$ cat src/rtl/satarx_crc_check.sv
// Receive-side SATA CRC checker/stripper: holds one dword back so the trailing CRC
// can be compared and removed, and ends every packet with either TLAST or TABORT.
module satarx_crc_check #(
  parameter bit          OPT_LOWPOWER = 1'b0,
  parameter int          LGMAXLEN     = 12,
  parameter logic [31:0] INITIAL_CRC  = 32'h5232_5032,
  parameter logic [31:0] POLYNOMIAL   = 32'h04C1_1DB7
) (
  input  logic        S_AXI_ACLK,
  input  logic        S_AXI_ARESETN,
  input  logic        i_cfg_crc_en,
  input  logic        S_AXIS_TVALID,
  input  logic [31:0] S_AXIS_TDATA,
  input  logic        S_AXIS_TLAST,
  output logic        M_AXIS_TVALID,
  output logic [31:0] M_AXIS_TDATA,
  output logic        M_AXIS_TLAST,
  output logic        M_AXIS_TABORT,
  output logic [15:0] o_err_count,
  output logic [1:0]  o_abort_cause
);

  typedef enum logic [1:0] {IDLE, PASS, HOLD, DROP} state_t;

  localparam logic [1:0] CAUSE_CRC  = 2'b01;
  localparam logic [1:0] CAUSE_RUNT = 2'b10;
  localparam logic [1:0] CAUSE_LEN  = 2'b11;
  // Beat count at which a further non-TLAST beat exceeds the length limit.
  localparam logic [LGMAXLEN:0] MAXLEN = {1'b1, {LGMAXLEN{1'b0}}};

  state_t              state, state_d;
  logic [31:0]         crc, crc_d;
  logic [31:0]         hold, hold_d;
  logic [LGMAXLEN:0]   n, n_d;
  logic                vld_d, last_d, abort_d;
  logic [31:0]         data_d;
  logic [1:0]          cause_d;
  logic [15:0]         cnt_d;

  // 32 bits per dword, MSB first.
  function automatic logic [31:0] crc_adv(input logic [31:0] c, input logic [31:0] d);
    logic [31:0] r;
    logic        fb;
    r = c;
    for (int i = 31; i >= 0; i--) begin
      fb = r[31] ^ d[i];
      r  = {r[30:0], 1'b0} ^ (fb ? POLYNOMIAL : 32'h0);
    end
    return r;
  endfunction

  always_comb begin
    state_d = state;
    crc_d   = crc;
    hold_d  = hold;
    n_d     = n;
    vld_d   = 1'b0;
    last_d  = 1'b0;
    abort_d = 1'b0;
    data_d  = OPT_LOWPOWER ? 32'h0 : M_AXIS_TDATA;
    cause_d = o_abort_cause;
    if (S_AXIS_TVALID) begin
      case (state)
        IDLE: begin
          if (!i_cfg_crc_en) begin
            vld_d  = 1'b1;
            data_d = S_AXIS_TDATA;
            last_d = S_AXIS_TLAST;
            n_d    = 1;
            if (!S_AXIS_TLAST) state_d = PASS;
          end else if (S_AXIS_TLAST) begin
            abort_d = 1'b1;
            cause_d = CAUSE_RUNT;
          end else begin
            hold_d  = S_AXIS_TDATA;
            crc_d   = crc_adv(INITIAL_CRC, S_AXIS_TDATA);
            n_d     = 1;
            state_d = HOLD;
          end
        end
        PASS: begin
          if (n == MAXLEN && !S_AXIS_TLAST) begin
            abort_d = 1'b1;
            cause_d = CAUSE_LEN;
            state_d = DROP;
          end else begin
            vld_d  = 1'b1;
            data_d = S_AXIS_TDATA;
            last_d = S_AXIS_TLAST;
            n_d    = n + 1'b1;
            if (S_AXIS_TLAST) state_d = IDLE;
          end
        end
        HOLD: begin
          if (n == MAXLEN && !S_AXIS_TLAST) begin
            abort_d = 1'b1;
            cause_d = CAUSE_LEN;
            state_d = DROP;
          end else if (!S_AXIS_TLAST) begin
            vld_d  = 1'b1;
            data_d = hold;
            hold_d = S_AXIS_TDATA;
            crc_d  = crc_adv(crc, S_AXIS_TDATA);
            n_d    = n + 1'b1;
          end else if (S_AXIS_TDATA == crc) begin
            vld_d   = 1'b1;
            data_d  = hold;
            last_d  = 1'b1;
            state_d = IDLE;
          end else begin
            abort_d = 1'b1;
            cause_d = CAUSE_CRC;
            state_d = IDLE;
          end
        end
        DROP: if (S_AXIS_TLAST) state_d = IDLE;
        default: state_d = IDLE;
      endcase
    end
    if (state_d == IDLE) begin
      crc_d = INITIAL_CRC;
      n_d   = '0;
    end
    cnt_d = o_err_count;
    if (abort_d && o_err_count != 16'hFFFF) cnt_d = o_err_count + 16'd1;
  end

  always_ff @(posedge S_AXI_ACLK or negedge S_AXI_ARESETN) begin
    if (!S_AXI_ARESETN) begin
      state         <= IDLE;
      crc           <= INITIAL_CRC;
      n             <= '0;
      hold          <= '0;
      M_AXIS_TVALID <= 1'b0;
      M_AXIS_TDATA  <= '0;
      M_AXIS_TLAST  <= 1'b0;
      M_AXIS_TABORT <= 1'b0;
      o_err_count   <= '0;
      o_abort_cause <= '0;
    end else begin
      state         <= state_d;
      crc           <= crc_d;
      n             <= n_d;
      hold          <= hold_d;
      M_AXIS_TVALID <= vld_d;
      M_AXIS_TDATA  <= data_d;
      M_AXIS_TLAST  <= last_d;
      M_AXIS_TABORT <= abort_d;
      o_err_count   <= cnt_d;
      o_abort_cause <= cause_d;
    end
  end

endmodule

$ cat config.mk
export PLATFORM = sky130hd
export DESIGN_NAME = satarx_crc_check
export DESIGN_NICKNAME = d
export VERILOG_FILES = /design/src/rtl/satarx_crc_check.sv
export SDC_FILE = /design/constraint.sdc
export NUM_CORES = 1
export LEC_CHECK = 0
export CORE_AREA = 2 2 203 205
export DETAILED_ROUTE_END_ITERATION = 12
export DIE_AREA = 0 0 205 207
export GPL_TIMING_DRIVEN = 0
export PLACE_DENSITY = 0.49
export RECOVER_POWER = 50
export SLEW_MARGIN = 10
export SYNTH_ARGS = -nofsm -noshare
export SYNTH_HDL_FRONTEND = slang
export SYNTH_SLANG_ARGS = --single-unit
$ cat constraint.sdc
create_clock -name S_AXI_ACLK -period 4.05 [get_ports S_AXI_ACLK]
set_input_delay 0.81 -clock S_AXI_ACLK [delete_from_list [all_inputs] [get_ports S_AXI_ACLK]]
set_output_delay 0.81 -clock S_AXI_ACLK [all_outputs]
set_load 0.005 [all_outputs]
## Word-level counts from Yosys, hierarchy flattened

Cells that the tools add are included.

- Add/sub/neg operators: 2
- Equality and inequality tests: 21
- Multiplexer cells: 124
- Bitwise gates (word level): 127
- Reduce and logical (&&, ||, !) cells: 16

Operators by type and width:

| cell | number |
|---|---|
| $xor 32x27->32 | 62 |
| $mux 27 | 64 |
| $mux 32 | 14 |
| $pmux 32 s2 | 2 |
| $pmux 32 s3 | 1 |
| $mux 13 | 7 |
| $xor 1x1->1 | 62 |
| $pmux 13 s3 | 1 |
| $eq 32x32->1 | 1 |
| $xor 31x27->31 | 1 |
| $mux 2 | 12 |
| $ne 3x3->1 const B | 8 |
| $mux 1 | 18 |
| $reduce_and 6->1 | 3 |
| $add 16x1->16 const B | 1 |
| $ne 16x16->1 const B | 1 |
| $add 13x1->13 const B | 1 |
| $eq 13x13->1 const B | 1 |
| $ne 2x2->1 const B | 6 |
| $pmux 2 s3 | 2 |
| $not 9->11 | 1 |
| $pmux 1 s3 | 3 |
| $reduce_and 7->1 | 1 |
| $reduce_bool 3->1 | 2 |
| other kinds (11) | 15 |

- Register bits after elaboration: 132
- Logic and storage cells: 300

## Longest topological paths before layout

- Word-level depth: 101
- Mapped depth: 13

## Least setup slack after synthesis

Ideal clock, no wire load.

- Kind: in2reg
- Start point: input port S_AXIS_TDATA[21]
- End point: register crc[15]
- Library setup time: 0.065 ns
- Data arrival time: 4.217 ns
- Data required time: 3.985 ns
- Slack: -0.232 ns
- Cell stages on the path: 11
- Cells stage by stage: buf_6 > xnor2_1 > xor3_4 > xor2_2 > xor3_2 > xor3_4 > xor2_2 > xnor2_1 > or3b_1 > o21ai_1 > o221a_2

- Word-level cells in the longest chain between the ends: 35

RTL lines:

| item | line | text |
|---|---|---|
| from (decl) | 13 | `input logic [31:0] S_AXIS_TDATA,` |
| $xor 1x1->1 | 46 | `fb = r[31] ^ d[i];` |
| $mux 27 | 47 | `r = {r[30:0], 1'b0} ^ (fb ? POLYNOMIAL : 32'h0);` |
| $xor 32x27->32 (6 in series) | 47 |  |
| $xor 1x1->1 | 46 |  |
| $mux 27 | 47 |  |
| $xor 32x27->32 (6 in series) | 47 |  |
| $xor 1x1->1 | 46 |  |
| $mux 27 | 47 |  |
| $xor 32x27->32 (6 in series) | 47 |  |
| $xor 1x1->1 | 46 |  |
| $mux 27 | 47 |  |
| $xor 32x27->32 (4 in series) | 47 |  |
| $mux 32 (on tied branches) | 99, 71 |  |
| $mux 32 (on tied branches) | 95, 65 |  |
| $pmux 32 s2 (*) | 63 | `case (state)` |
| $mux 32 (*) | 62 | `if (S_AXIS_TVALID) begin` |
| $mux 32 (*) | 120 | `if (state_d == IDLE) begin` |
| to (signal assigned) | 142 | `crc <= crc_d;` |
| to (decl) | 32 | `logic [31:0] crc, crc_d;` |

Every way passes the cells marked *; elsewhere a longest branch is shown, timed or not. The select of a mux whose other input is x is not followed.
A chain may end at the register's enable or synchronous reset.

## Final worst setup path

- Start point: input port S_AXIS_TDATA[13]
- End point: register crc[4]

- Word-level cells in the longest chain between the ends: 23

RTL lines:

| item | line |
|---|---|
| $xor 1x1->1 | 46 |
| $mux 27 | 47 |
| $xor 32x27->32 (9 in series) | 47 |
| $xor 1x1->1 or $xor 32x27->32 (tied branches) | 46, 47 |
| $mux 27 or $xor 1x1->1 (tied branches) | 47, 46 |
| $xor 32x27->32 or $mux 27 (tied branches) | 47 |
| $xor 32x27->32 (4 in series) | 47 |
| $mux 32 (on tied branches) | 99, 71 |
| $mux 32 (on tied branches) | 95, 65 |
| $pmux 32 s2 (*) | 63 |
| $mux 32 (*) | 62 |
| $mux 32 (*) | 120 |

Marked as above.

==> flow_summary.json <==
{
  "gp_congestion": 0.887,
  "slew_violations": 55,
  "dp.cells": 1762,
  "synth_fa_ha_area_share_pct": 0.944,
  "cp_max_fo": 5,
  "maxCapViolCount": 1,
  "core_mm2": 0.0404,
  "worst_pin_slew_ns": 3.04,
  "finalSetupViolCount": 0,
  "cp_cell_sequence": "clkbuf_2, xnor2_4, xnor3_1, xor2_4, xnor3_2, xor3_1, xnor2_2, xor2_1, o21ai_0, a21oi_1, a211o_1",
  "synthTopCellsByArea": "dfrtp_1, xnor2_1, xnor3_1",
  "diodes": 0,
  "totalNegativeSetupSlack_ns": 0,
  "die_height_um": 207,
  "dp_hpwl_um": 29900,
  "cts_tree": "yes",
  "crit_type": "in2reg",
  "timing.fmax_ghz": 0.252,
  "synth_top_area_share_pct": 25.4,
  "portBuffers": 70,
  "grt_pass1_wl_um": 58800,
  "rows": 74,
  "final_antenna_net_count": 0,
  "cts_sinks": 132,
  "fin_ws_ns": 0.0758,
  "hold_viol": 0,
  "grt_pass1_vias": 8842,
  "cts_root_buf": "clkbuf_16",
  "timing.rr.end": "crc[7]$_DFFE_PN0P_",
  "worst_r2r_path_depth": 10,
  "cts_inserted_buffers": 17,
  "hold_path_startpoint": "hold[14]$_DFFE_PN0P_",
  "fin_crit_sh_pct": 98.1,
  "synth_ff_type": "dfrtp_1",
  "yosys_warnings": 0,
  "die-area_mm2": 0.0424,
  "synth_commonest_cells": "xnor2_1, nand2_1, dfrtp_1, xor2_1, nor2_1",
  "syn_nets": 1204,
  "area_growth_pct": 27.5,
  "wl_per_cell_um": 21.4,
  "grt_overflow_total": 0,
  "final_layout_size_suffix_gt1_share_pct": 18.0,
  "synth_top_family_by_area": "XOR/XNOR gates",
  "post_synth_num_cell_types": 65,
  "violations": "max-capacitance violations, max-slew violations",
  "cp.required_ns": 4.41,
  "boundaryPins": 90,
  "status": "finished with violations",
  "fin_crit_ns": 3.97,
  "viasPerCell": 4.78,
  "wirelength_um": 39100,
  "synthArstFlopShare_pct": 100,
  "path_buf_inv": 1,
  "drtIter0Drc": 584,
  "syn_area_mm2": 0.0119,
  "ys_seq_area_share_pct": 27.8,
  "grt_setup_unrepaired": "yes",
  "yosys.area_share.simple_pct": 9.98,
  "clock_path_buffers": 2,
  "synth_seq_cells": 132,
  "hold_end": "hold[14]$_DFFE_PN0P_",
  "start_util_pct": 29.6,
  "dr.pass1.iters": 5,
  "cp_top_family": "XOR/XNOR gates",
  "synth_xor_area_share_pct": 49.4,
  "worst_clock_skew_ns": 0.0184,
  "cp-start-kind": "primary input",
  "synth-compound-area-share_pct": 6.29,
  "h-tree-depth": 4,
  "dp_slack_ns": -1.24,
  "clock_latency_ns": 0.44,
  "vias": 8751,
  "grt_use_total_pct": 18.8,
  "synth_top_area_cell": "dfrtp_1",
  "cp_slowest_cell": "xnor3_2",
  "hold_depth": 2,
  "grt_antenna_before_repair": 0,
  "drt_drc_violations_left": 0,
  "synth-edff-count": 0,
  "hold_class": "reg2reg",
  "synthMuxAreaShare_pct": 3.21,
  "synthCells": 1158,
  "reg2reg_from": "crc[28]$_DFFE_PN1P_",
  "slew_headroom_pct": -103,
  "synth.avg_cell_area_um2": 10.3,
  "path_clk_slew_ns": 0.06,
  "slowest_delay_ns": 0.59,
  "grt_max_degree": 80,
  "r2r_setup_slack_ns": 0.11,
  "nets": 1334,
  "end_kind": "register",
  "final_cells": 1832,
  "die_w_um": 205,
  "synth_most_common_cell": "xnor2_1",
  "crit_arrival_ns": 4.33
}
-- worst max-delay path by stage --
| stage | endpoint | startpoint | cells after the start |
|---|---|---|---|
| after floorplan | crc[15]$_DFFE_PN0P_ | S_AXIS_TDATA[26] | 11 |
| after global placement | crc[19]$_DFFE_PN0P_ | S_AXI_ARESETN | 1 |
| after detailed placement | crc[31]$_DFFE_PN0P_ | S_AXIS_TDATA[17] | 10 |
| after CTS | crc[7]$_DFFE_PN0P_ | S_AXIS_TDATA[25] | 11 |
| after global routing | crc[7]$_DFFE_PN0P_ | crc[28]$_DFFE_PN1P_ | 10 |
| final | crc[4]$_DFFE_PN1P_ | S_AXIS_TDATA[13] | 11 |
-- registers in the layout (all words and copies together) (netlist names) --
| signal | cells |
|---|---|
| n | 13 |
| o_abort_cause | 2 |
| M_AXIS_TVALID | 1 |
| state | 2 |
| o_err_count | 16 |
| crc | 32 |
| hold | 32 |
| M_AXIS_TABORT | 1 |
| M_AXIS_TLAST | 1 |
| M_AXIS_TDATA | 32 |
-- per-layer routing --
layer,track usage [%],up-vias,share of wire [%]
met1,25.3,4372,45
met5,0,-,0
met3,3.92,44,6.1
li1,-,4078,-
met4,5.98,0,2.7
met2,30.1,257,47
-- worst min-delay path: cells and delay by family, from the launching register on --
family / cells / cell delay [ns]
AND/OR/NAND/NOR: 2 / 0.10
flip-flops: 1 / 0.34
-- placed cells by master (no fill, tap or decap), drive strengths merged, types with 4 or more instances in the layout --
cell type	count
clkbuf	63
nand4	15
xnor3	61
nand2	139
o221ai	4
clkinv	5
xnor2	331
o21ai	24
and3	8
ha	9
o211ai	6
dlygate4sd2	4
dfrtp	121
nor3	7
a21oi	54
a211oi	8
clkdlybuf4s50	39
bufinv	6
mux2i	36
nor2	80
xor3	16
buf	54
dlygate4sd3	20
dfstp	11
nand3	8
inv	9
xor2	108
a211o	4
-- cell families (layout without fill, tap and decap cells) --
family | after synthesis | in the layout
xor gates and xnor gates | 516 | 516
and+or+nand+nor | 278 | 278
DFF | 132 | 132
AOI/OAI and AO/OA | 122 | 122
buffers and inverters | 63 | 205
muxes | 38 | 38
adders and majority gates | 9 | 9
-- per-stage QoR --
| step | hold slack (ns) | utilization (%) | cell area (um^2) |
|---|---|---|---|
| detailed placement | 0.463 | 33.3 | 13500 |
| CTS | 0.347 | 36.7 | 14800 |
| finish | 0.478 | 37.7 | 15200 |
| floorplan | 0.445 | - | 12100 |
| global route | 0.498 | 37.7 | 15200 |
| global placement | 0.462 | 33.3 | 13400 |
-- cell type report --
type                    instances  area [um^2]
inverters                       9         33.8
flip-flops and latches        132         3320
clock buffers                  19          443
repair buffers                112         1050
multi-input cells             963         9200
fillers                      4055        25200
clock inverters                12          228
plain buffers                  53          274
well taps                     532          666
-- timing repair --
action / CTS / global route
setup endpoints to repair: 64 / 59
hold buffers: 0 / 0
pin swaps: 17 / 21
setup buffers: 21 / 19
resized for setup: 86 / 42
Power is not shown: default switching activity piles up to over one toggle a cycle in this logic, so the estimate is an artifact.
